<file path="config.mk">
export PLATFORM = sky130hd
export DESIGN_NAME = imem_loader
export DESIGN_NICKNAME = d
export VERILOG_FILES = /design/src/rtl/imem_loader.sv
export SDC_FILE = /design/constraint.sdc
export NUM_CORES = 1
export LEC_CHECK = 0
export ABC_AREA = 1
export BUFFER_PORTS_ARGS = -buffer_cell sky130_fd_sc_hd__buf_2
export CORE_ASPECT_RATIO = 0.9
export CORE_MARGIN = 2
export CORE_UTILIZATION = 51
export CTS_BUF_LIST = sky130_fd_sc_hd__clkbuf_8
export DETAILED_ROUTE_END_ITERATION = 8
export GPL_TIMING_DRIVEN = 0
export PLACE_DENSITY = 0.85
export SLEW_MARGIN = 20
export SYNTH_ARGS = -nofsm -noshare
export SYNTH_HDL_FRONTEND = slang
export SYNTH_SLANG_ARGS = --single-unit
</file>
<file path="constraint.sdc">
create_clock -name clk -period 1.5 [get_ports clk]
set_input_delay 0.225 -clock clk [delete_from_list [all_inputs] [get_ports clk]]
set_output_delay 0.225 -clock clk [all_outputs]
set_load 0.005 [all_outputs]
</file>
<file path="src/rtl/imem_loader.sv">
// imem_loader: streams big-endian bytes into instruction memory, verifies each
// word by read-back, then enables the fetch stage.
`default_nettype none

module imem_loader #(
  parameter int MEM_BYTES  = 128,
  parameter int ADDR_WIDTH = 7
) (
  input  logic                  clk,
  input  logic                  reset,
  input  logic                  i_start,
  input  logic [ADDR_WIDTH-2:0] i_word_count,
  input  logic                  i_byte_valid,
  input  logic [7:0]            i_byte,
  output logic                  o_byte_ready,
  output logic                  o_mem_we,
  output logic                  o_mem_re,
  output logic [ADDR_WIDTH-1:0] o_mem_addr,
  output logic [31:0]           o_mem_wdata,
  input  logic [31:0]           i_mem_rdata,
  output logic                  o_busy,
  output logic                  o_done,
  output logic                  o_error,
  output logic                  o_fetch_enable,
  output logic [ADDR_WIDTH-2:0] o_words_loaded
);

  localparam int CW = ADDR_WIDTH - 1;
  localparam logic [ADDR_WIDTH-1:0] c_MAX_WORDS = ADDR_WIDTH'(MEM_BYTES / 4);

  localparam logic [2:0] c_IDLE   = 3'd0;
  localparam logic [2:0] c_RECV   = 3'd1;
  localparam logic [2:0] c_WRITE  = 3'd2;
  localparam logic [2:0] c_VRD    = 3'd3;
  localparam logic [2:0] c_VCMP   = 3'd4;
  localparam logic [2:0] c_DONE   = 3'd5;
  localparam logic [2:0] c_ERROR  = 3'd6;

  logic [2:0]    r_state;
  logic [2:0]    w_next;
  logic [CW-1:0] r_count;
  logic [CW-1:0] r_widx;
  logic [CW-1:0] w_widx_inc;
  logic [1:0]    r_bidx;
  logic [31:0]   r_word;
  logic          w_can_start;
  logic          w_accept;
  logic          w_match;

  assign w_can_start = i_start &&
                       (r_state == c_IDLE || r_state == c_DONE || r_state == c_ERROR);
  assign w_accept    = (r_state == c_RECV) && i_byte_valid;
  assign w_match     = (i_mem_rdata == r_word);
  assign w_widx_inc  = r_widx + CW'(1);

  always_ff @(posedge clk) begin
    if (reset) begin
      r_state <= c_IDLE;
    end else begin
      r_state <= w_next;
    end
  end

  always_comb begin
    w_next = r_state;
    case (r_state)
      c_IDLE, c_DONE, c_ERROR: begin
        if (i_start) begin
          if (i_word_count == '0) begin
            w_next = c_DONE;
          end else if ({1'b0, i_word_count} > c_MAX_WORDS) begin
            w_next = c_ERROR;
          end else begin
            w_next = c_RECV;
          end
        end
      end
      c_RECV: begin
        if (i_byte_valid && r_bidx == 2'd3) begin
          w_next = c_WRITE;
        end
      end
      c_WRITE: w_next = c_VRD;
      c_VRD:   w_next = c_VCMP;
      c_VCMP: begin
        if (!w_match) begin
          w_next = c_ERROR;
        end else if (w_widx_inc == r_count) begin
          w_next = c_DONE;
        end else begin
          w_next = c_RECV;
        end
      end
      default: w_next = c_IDLE;
    endcase
  end

  // Word index doubles as the verified-word count: it only advances on a good compare.
  always_ff @(posedge clk) begin
    if (reset) begin
      r_count <= '0;
      r_widx  <= '0;
      r_bidx  <= '0;
      r_word  <= '0;
    end else begin
      if (w_can_start) begin
        r_count <= i_word_count;
        r_widx  <= '0;
        r_bidx  <= '0;
      end
      if (w_accept) begin
        r_word <= {r_word[23:0], i_byte};
        r_bidx <= r_bidx + 2'd1;
      end
      if (r_state == c_VCMP && w_match) begin
        r_widx <= w_widx_inc;
        r_bidx <= '0;
      end
    end
  end

  always_comb begin
    o_byte_ready   = (r_state == c_RECV);
    o_mem_we       = (r_state == c_WRITE);
    o_mem_re       = (r_state == c_VRD);
    o_busy         = (r_state == c_RECV) || (r_state == c_WRITE) ||
                     (r_state == c_VRD)  || (r_state == c_VCMP);
    o_done         = (r_state == c_DONE);
    o_error        = (r_state == c_ERROR);
    o_fetch_enable = (r_state == c_DONE);
    o_mem_addr     = {r_widx[ADDR_WIDTH-3:0], 2'b00};
    o_mem_wdata    = r_word;
    o_words_loaded = r_widx;
  end

endmodule

`default_nettype wire

</file>
==> results of run 1 <==
synth_stat cells, drive strengths merged:
cell and n:
a21oi 18, and3 1, buf 16, clkbuf 6, clkinv 1, conb 1
dfxtp 49, ha 2, inv 27, nand2 73, nand3 22, nand4 3
nor2 88, nor3 2, o211ai 1, o21ai 41, or2 1, xnor2 32
xor2 1
layer usage:
metal	vias up	share of wire, %	wire length (um)	global-route usage [%]
li1	1430	-	-	-
met4	0	0.39	29	6.215
met1	1262	42	3097	30.50
met2	99	51	3784	45.09
met3	4	6.2	460	4.332
met5	-	0	0	0
metrics by stage:
| stage | TNS, ps | total power (W) | utilization [%] | setup WS, ps | area (um^2) |
|---|---|---|---|---|---|
| 4_1_cts | -153.0 | 0.004773 | 69.67 | -69.36 | 3452 |
| 6_report | -382.2 | 0.004828 | 70.73 | -78.12 | 3505 |
| 3_5_place_dp | -413.4 | 0.003771 | 65.58 | -128.7 | 3249 |
| 2_1_floorplan | 0 | 0.003134 | - | 71.13 | 2678 |
| 5_1_grt | -3711 | 0.005154 | 70.73 | -182.9 | 3505 |
| 3_3_place_gp | -210.9 | 0.003703 | 65.58 | -96.66 | 3249 |
area by class of cell:
cell class	instances	share of cell area [%]
clock buffers	5	1.964
well taps	65	2.321
clock inverters	3	1.321
plain buffers	21	3.820
flip-flops and latches	49	28.78
repair buffers	103	15.17
inverters	28	3.142
multi-input cells	287	43.48
logic make-up after synthesis:
group           count (synthesis)  synth area share [%]
other cells                     1                0.1402
xor+xnor                       33                 10.81
compound gates                 60                 12.49
fa+ha+maj                       2                0.9357
flops                          49                 36.69
simple gates                  190                 29.67
buf+inv                        50                 9.265
flip-flops by register name (all words and copies together), names as in the netlist:
| register | flops |
|---|---|
| o_mem_wdata | 32 |
| r_bidx | 2 |
| o_words_loaded | 6 |
| r_state | 3 |
| r_count | 6 |
path summary, 6_finish.rpt:
kind	cells past startpoint	slack (ps)	end	start
worst max-delay path	7	-80	r_count[1]$_SDFFE_PP0P_	r_state[1]$_SDFFE_PP0P_
worst min-delay path	3	170	o_mem_wdata[7]$_SDFFE_PP0P_	i_byte[7]
worst max register to register	7	-80	r_count[1]$_SDFFE_PP0P_	r_state[1]$_SDFFE_PP0P_
worst min register to register	2	480	r_count[0]$_SDFFE_PP0P_	r_count[0]$_SDFFE_PP0P_
power by group through the flow:
| stage | clock (W) | sequential, W | combinational, W |
|---|---|---|---|
| 3_5_place_dp | 0 | 0.00192 | 0.00185 |
| 3_3_place_gp | 0 | 0.00191 | 0.00179 |
| 5_1_grt | 0.00102 | 0.00197 | 0.00217 |
| 2_1_floorplan | 0 | 0.00188 | 0.00125 |
| 6_report | 0.000957 | 0.00193 | 0.00194 |
| 4_1_cts | 0.000974 | 0.00191 | 0.00189 |
critical path: stages, from the launching register on:
cell and delay, ps:
dfxtp_1 350, inv_2 100, nand2_1 130, o211ai_2 300
nand2_2 210, buf_6 200, o21ai_1 120, nor2_1 50
what timing repair did:
action / CTS / global route
setup endpoints to repair: 14 / 51
resized for setup: 21 / 24
setup buffers: 4 / 1
pin swaps: 3 / 5
==> impl_metrics.toml, run 1 <==
[logic_synthesis]
seq_area_frac_synth_pct = 36.69
avgSynthCellArea_um2 = 6.945
synthCells = 385
synth_top_area_share_pct = 36.69
synth-warning-count = 0
synth_area_leaders = "dfxtp_1 (37%), nor2_1 (12%), xnor2_1 (10%), nand2_1 (10%), o21ai_0 (7.5%)"
ys_seq_elements = 49
ys_types = 30
yosys.area.top_type = "dfxtp_1"
synth_area_um2 = 2674

[timing]
hold_viol_final = 0
slew_violations = 0
fin_skew_ps = 13.13
fin_crit_ps = 1578
fmax_ghz = 0.6337
worst_slack_ps = -78.12
rsz0062_at_grt = "yes"
holdWs_ps = 167.4
setup_violations = 8
fin_crit_sh_pct = 105.2

[clock_network]
numCtsBuffers = 5
path_clk_slew_ps = 100
cts_hold_buffers = 0
cts_root_buf = "clkbuf_8"
clockBufferDepth = 2
clock_latency_ps = 310
cts_tree = "yes"
htree_levels = 2
cts.sinks = 49

[route]
viasPerCell = 4.982
dr_total_vias = 2795
drc = 0
wirelength_mm = 7.371
routedWlPerCell_um = 13.14
drt_iter0_markers = 202
ant_nets = 0
firstDrtPassIters = 4

[die]
placement_rows = 24
ios = 102
dieHeight_um = 72.69
core-area_um2 = 4955
die-width_um = 80.33
die_area_um2 = 5839
start_util_pct = 53.96

[power_and_ir_drop]
leakage_nw = 1.658
netSwitchingPower_w = 0.001870
pwr-share-comb_pct = 40.1
powerDensity_nw_per_um2 = 1378
seq_power_share_pct = 40.0
vdd_drop_max_mv = 0.8304
intPower_w = 0.002958
clkPwrFrac_pct = 19.8
p_sw_share_pct = 38.73

[finish]
final_cell_mix = "buf_2 (100), nor2_1 (82), nand2_1 (67), o21ai_0 (36), dfxtp_1 (31)"
num-nets-final = 547
multi_input_area_um2 = 1524
regArea_um2 = 1008
final_cells = 561
syn2layout_area_growth_pct = 31.07
fill_cells = 422
final_common_cell = "buf_2"
n_antenna_cell = 0
drive_gt1_share_pct = 36.09

[hold_path]
hold_path.class = "in2reg"

[global_route]
grt_max_degree = 17
track_usage_pct = 24.82
overflow = 0
grt_pass1_wl_mm = 11.30
grt_pass1_vias = 2532
antenna_found_initial = 0

[critical_path]
crit_fanout = 10
arrival_ps = 1780
start_kind = "flip-flop"
crit_type = "reg2reg"
critical_path_required_ps = 1700
endpoint_kind = "flip-flop"

[status]
status = "complete, but fails checks"
violations = "setup timing"

[placement]
dp_cells = 549
place_congestion = 0.8626
port_buffers = 98
hpwl_mm = 5.378

[run]
drv_cap = 0
(Power assumes the default switching activity.)
==> run 2: changes to the inputs <==
- MAX_ROUTING_LAYER: unset -> met4
==> run 2 against run 1 <==
The flow still finishes with violations (setup timing). Via count fell by 0.25%. Sequential power barely moved. Clock power rose by 0.4%. Utilization did not move. Die area did not move. Worst hold slack got worse by 1.1 ps. Global-route usage rose by 0.74 points. Maximum frequency fell by 0.29%. Cell area did not move. Critical endpoint unchanged. Critical path type unchanged. Clock-buffer cell count did not move.
==> impl_metrics.toml, run 2 (same netlist as run 1, synthesis figures left out) <==
[status]
status = "complete, but fails checks"
violations = "setup timing"

[placement]
hpwl_mm = 5.378
port_buffers = 98
dp_cells = 549
place_congestion = 0.8765

[clock_network]
numCtsBuffers = 5
clockBufferDepth = 2
cts_hold_buffers = 0
clock_latency_ps = 310
path_clk_slew_ps = 100
cts_root_buf = "clkbuf_8"
htree_levels = 2
cts_tree = "yes"
cts.sinks = 49

[route]
viasPerCell = 4.970
drc = 0
wirelength_mm = 7.389
dr_total_vias = 2788
firstDrtPassIters = 4
ant_nets = 0
drt_iter0_markers = 219
routedWlPerCell_um = 13.17

[critical_path]
critical_path_required_ps = 1700
endpoint_kind = "flip-flop"
start_kind = "flip-flop"
path_buf_inv = 2
crit_type = "reg2reg"
critical_path.top_delay_family = "compound AO/OA/AOI/OAI gates"
crit_slowest_cell = "dfxtp_1"
crit_fanout = 10
r2r_setup_slack_ps = -80
arrival_ps = 1780
path_cells = "inv_2, nand2_1, o211ai_2, nand2_2, buf_6, o21ai_1, nor2_1"
max_stage_delay_ps = 350

[finish]
num-nets-final = 547
final_cell_mix = "buf_2 (100), nor2_1 (82), nand2_1 (67), o21ai_0 (36), dfxtp_1 (31)"
final_common_cell = "buf_2"
multi_input_area_um2 = 1524
syn2layout_area_growth_pct = 31.07
regArea_um2 = 1008
fill_cells = 422
drive_gt1_share_pct = 36.09
n_antenna_cell = 0
final_cells = 561
final_util_pct = 70.73
largest_reg_flops = 32

[global_route]
antenna_found_initial = 0
overflow = 0
track_usage_pct = 25.56
grt_pass1_wl_mm = 11.30
grt_pass1_vias = 2532
grt_max_degree = 17

[timing]
rsz0062_at_grt = "yes"
fmax_ghz = 0.6318
slew_violations = 0
fin_crit_ps = 1583
fin_crit_sh_pct = 105.5
setup_violations = 9
worst_slack_ps = -82.66
fin_skew_ps = 13.26
hold_viol_final = 0

[die]
core-area_um2 = 4955
ios = 102
die_area_um2 = 5839
start_util_pct = 53.96
die-width_um = 80.33
placement_rows = 24
dieHeight_um = 72.69

[hold_path]
hold_path.class = "in2reg"

[power_and_ir_drop]
powerDensity_nw_per_um2 = 1381
vdd_drop_max_mv = 0.8328
leakage_nw = 1.658

[run]
drv_cap = 0
==> run 2: cell counts in the layout (fill, tap and decap cells not counted) <==
No cell type changed its count.
==> run 2: worst min-delay path, stage by stage <==
cell and delay [ps]:
buf_2 70, o21ai_0 70, nor2_1 80
==> run 2: final timing paths <==
kind / depth (start not counted) / end / start
worst max register to register: 7 / r_count[1]$_SDFFE_PP0P_ / r_state[1]$_SDFFE_PP0P_
worst min-delay path: 3 / o_mem_wdata[7]$_SDFFE_PP0P_ / i_byte[7]
worst min register to register: 2 / r_count[0]$_SDFFE_PP0P_ / r_count[0]$_SDFFE_PP0P_
worst max-delay path: 7 / r_count[1]$_SDFFE_PP0P_ / r_state[1]$_SDFFE_PP0P_
==> run 2: cell type report <==
class	count	share of cell area [%]
sequential	49	28.78
tap	65	2.321
clock buffer	5	1.964
buffer	21	3.820
timing repair buffer	103	15.17
inverter	28	3.142
clock inverter	3	1.321
multi-input combinational	287	43.48
==> run 2: per-layer routing <==
| metal | wire [um] | global-route usage (%) | vias up |
|---|---|---|---|
| met5 | 0 | - | - |
| met4 | 34 | 6.215 | 0 |
| met3 | 445 | 3.837 | 4 |
| met2 | 3796 | 45.09 | 92 |
| met1 | 3113 | 30.81 | 1264 |
| li1 | - | - | 1428 |
==> run 2: repair_timing <==
item,4_1_cts,5_1_grt
gates cloned,0,0
endpoints found under the setup margin,14,51
resized for setup,21,24
buffers inserted,4,1
pin swaps,3,5
==> run 2: through the flow <==
stage	hold WS, ps	TNS [ps]	power (W)	cell area [um^2]	worst slack (ps)
6_report	166.3	-425.4	0.004839	3505	-82.66
5_1_grt	166.6	-3757	0.005154	3505	-182.9
4_1_cts	160.3	-153.0	0.004773	3452	-69.36
3_5_place_dp	463.6	-413.4	0.003771	3249	-128.7
2_1_floorplan	370.6	0	0.003134	2678	71.13
3_3_place_gp	458.2	-210.9	0.003703	3249	-96.66
==> run 2: power by group <==
group          switching [W]  leakage [nW]  internal [W]
combinational        0.00110          1.20      0.000848
clock               0.000461        0.0543      0.000499
sequential          0.000323         0.408       0.00161
total                0.00188          1.66       0.00296
==> run 3: changes to the inputs <==
- REMOVE_ABC_BUFFERS: unset -> 1
==> run 3 against run 2 <==
The flow now finishes without violations. Sequential share of layout area increased by 0.55 points. Setup slack improved by 92 ps. Clock skew decreased by 5.2 ps. Utilization increased by 0.83 points. Combinational power increased by 4%. Worst hold slack improved by 9.2 ps. Maximum frequency increased by 6.1%. First-iteration DRC count decreased by 33%. Via count decreased by 2.2%. Die area unchanged. Clock power increased by 2.3%. Critical endpoint is now r_state[2]$_SDFFE_PP0P_.
==> impl_metrics.toml, run 3 (same netlist as run 1, synthesis figures left out) <==
[placement]
place_congestion = 0.8381
place_area_um2 = 3117
port_buffers = 99
hpwl_mm = 4.728

[route]
routedWlPerCell_um = 12.81
drt_iter0_markers = 147
wirelength_mm = 6.956
dr_total_vias = 2728
viasPerCell = 5.024
firstDrtPassIters = 4
ant_nets = 0
drc = 0

[finish]
fill_cells = 445
largest_reg_flops = 32
n_antenna_cell = 0
postLayoutCellArea_um2 = 3546
final_common_cell = "buf_2"
num-nets-final = 529
drive_gt1_share_pct = 40.38
final_util_pct = 71.57
multi_input_area_um2 = 1648
regArea_um2 = 1040
syn2layout_area_growth_pct = 32.62
final_cell_mix = "buf_2 (99), nor2_1 (83), nand2_1 (62), o21ai_0 (37), dfxtp_2 (26)"

[status]
status = "finished clean"

[timing]
fin_skew_ps = 8.023
slew_violations = 0
worst_slew_pin_slew_ps = 1057
hold_viol_final = 0
rsz0062_at_grt = "yes"
maxSlewHeadroom_pct = 29.47
fmax_ghz = 0.6707
setup_violations = 0
fin_crit_sh_pct = 99.40
fin_crit_ps = 1491

[critical_path]
crit_fanout = 2
arrival_ps = 1720
endpoint_kind = "flip-flop"
start_kind = "flip-flop"
critical_path_required_ps = 1720
crit_type = "reg2reg"

[clock_network]
cts.sinks = 49
numCtsBuffers = 5
clock_latency_ps = 300
cts_hold_buffers = 0
path_clk_slew_ps = 90
cts_root_buf = "clkbuf_8"
clockBufferDepth = 2
cts_tree = "yes"
htree_levels = 2

[global_route]
grt_pass1_wl_mm = 10.92
antenna_found_initial = 0
grt_pass1_vias = 2561
overflow = 0
track_usage_pct = 24.16
grt_max_degree = 41

[die]
die_area_um2 = 5839
dieHeight_um = 72.69
core-area_um2 = 4955
start_util_pct = 53.96
die-width_um = 80.33
ios = 102
placement_rows = 24

[hold_path]
hold_path.class = "in2reg"

[power_and_ir_drop]
leakage_nw = 1.643
vdd_drop_max_mv = 0.8417
powerDensity_nw_per_um2 = 1399

[run]
drv_cap = 0
[run 3: cell count changes in the layout (fill, tap and decap cells not counted), sizes merged]
| cell | previous run | this run |
|---|---|---|
| buf | 118 | 104 |
| clkbuf | 11 | 6 |
| clkinv | 2 | 1 |
| nand2 | 73 | 74 |
| nand3 | 22 | 23 |
[run 3: final cells by class]
cell class	count	area share (%)
repair buffers	104	15.14
clock buffers	6	2.329
clock inverters	2	1.059
well taps	65	2.294
multi-input cells	289	46.47
inverters	28	3.387
flip-flops and latches	49	29.32
[run 3: path summary, 6_finish.rpt]
| kind | start | end | cells past startpoint | slack [ps] |
|---|---|---|---|---|
| worst max-delay path | o_words_loaded[0]$_SDFFE_PP0P_ | r_state[2]$_SDFFE_PP0P_ | 11 | 9 |
| worst min-delay path | i_byte[2] | o_mem_wdata[2]$_SDFFE_PP0P_ | 3 | 180 |
| worst max register to register | o_words_loaded[0]$_SDFFE_PP0P_ | r_state[2]$_SDFFE_PP0P_ | 11 | 9 |
| worst min register to register | r_count[2]$_SDFFE_PP0P_ | r_count[2]$_SDFFE_PP0P_ | 2 | 480 |
[run 3: critical path, cell delays in order (launching register included)]
cell     delay [ps]
dfxtp_4         360
ha_4            240
xor2_1          130
nor2_1          110
nand2_1          70
nor2_1           80
nand2_1          70
nor2_1          100
nor2_1           50
nand2_1          50
nand2_1          60
a21oi_2         110
[run 3: routing by layer]
layer	wire length, um	vias up	GRT usage, %
met5	0	-	-
met1	3067	1248	28.93
met3	293	6	4.208
met2	3518	74	40.83
li1	-	1400	-
met4	76	0	9.040
[run 3: per-stage QoR]
step / cells / setup TNS (ps) / total power [W] / setup slack, ps / hold WS (ps)
after global placement: 528 / -6994 / 0.003585 / -252.7 / 457.1
after detailed placement: 528 / -7777 / 0.003652 / -265.2 / 469.7
after floorplan: 364 / 0 / 0.003051 / 49.74 / 287.4
final: 543 / 0 / 0.004959 / 8.991 / 175.5
after CTS: 540 / -3.498 / 0.004725 / -3.498 / 170.5
after global routing: 543 / -979.6 / 0.005304 / -83.14 / 177.5
[run 3: repair_timing]
| action | in CTS | in global routing |
|---|---|---|
| buffers inserted | 3 | 2 |
| resized for setup | 28 | 54 |
| setup endpoints to repair | 44 | 51 |
| pin swaps | 13 | 21 |
| endpoints found under the hold margin | 0 | 0 |
| cloned | 1 | 1 |
[run 3: power breakdown]
part / leakage (nW) / total, W / switching [W] / internal [W]
Clock: 0.0574 / 0.000983 / 0.000441 / 0.000543
Combinational: 1.17 / 0.00201 / 0.00111 / 0.000893
Sequential: 0.416 / 0.00197 / 0.000335 / 0.00164
Total: 1.64 / 0.00496 / 0.00189 / 0.00307
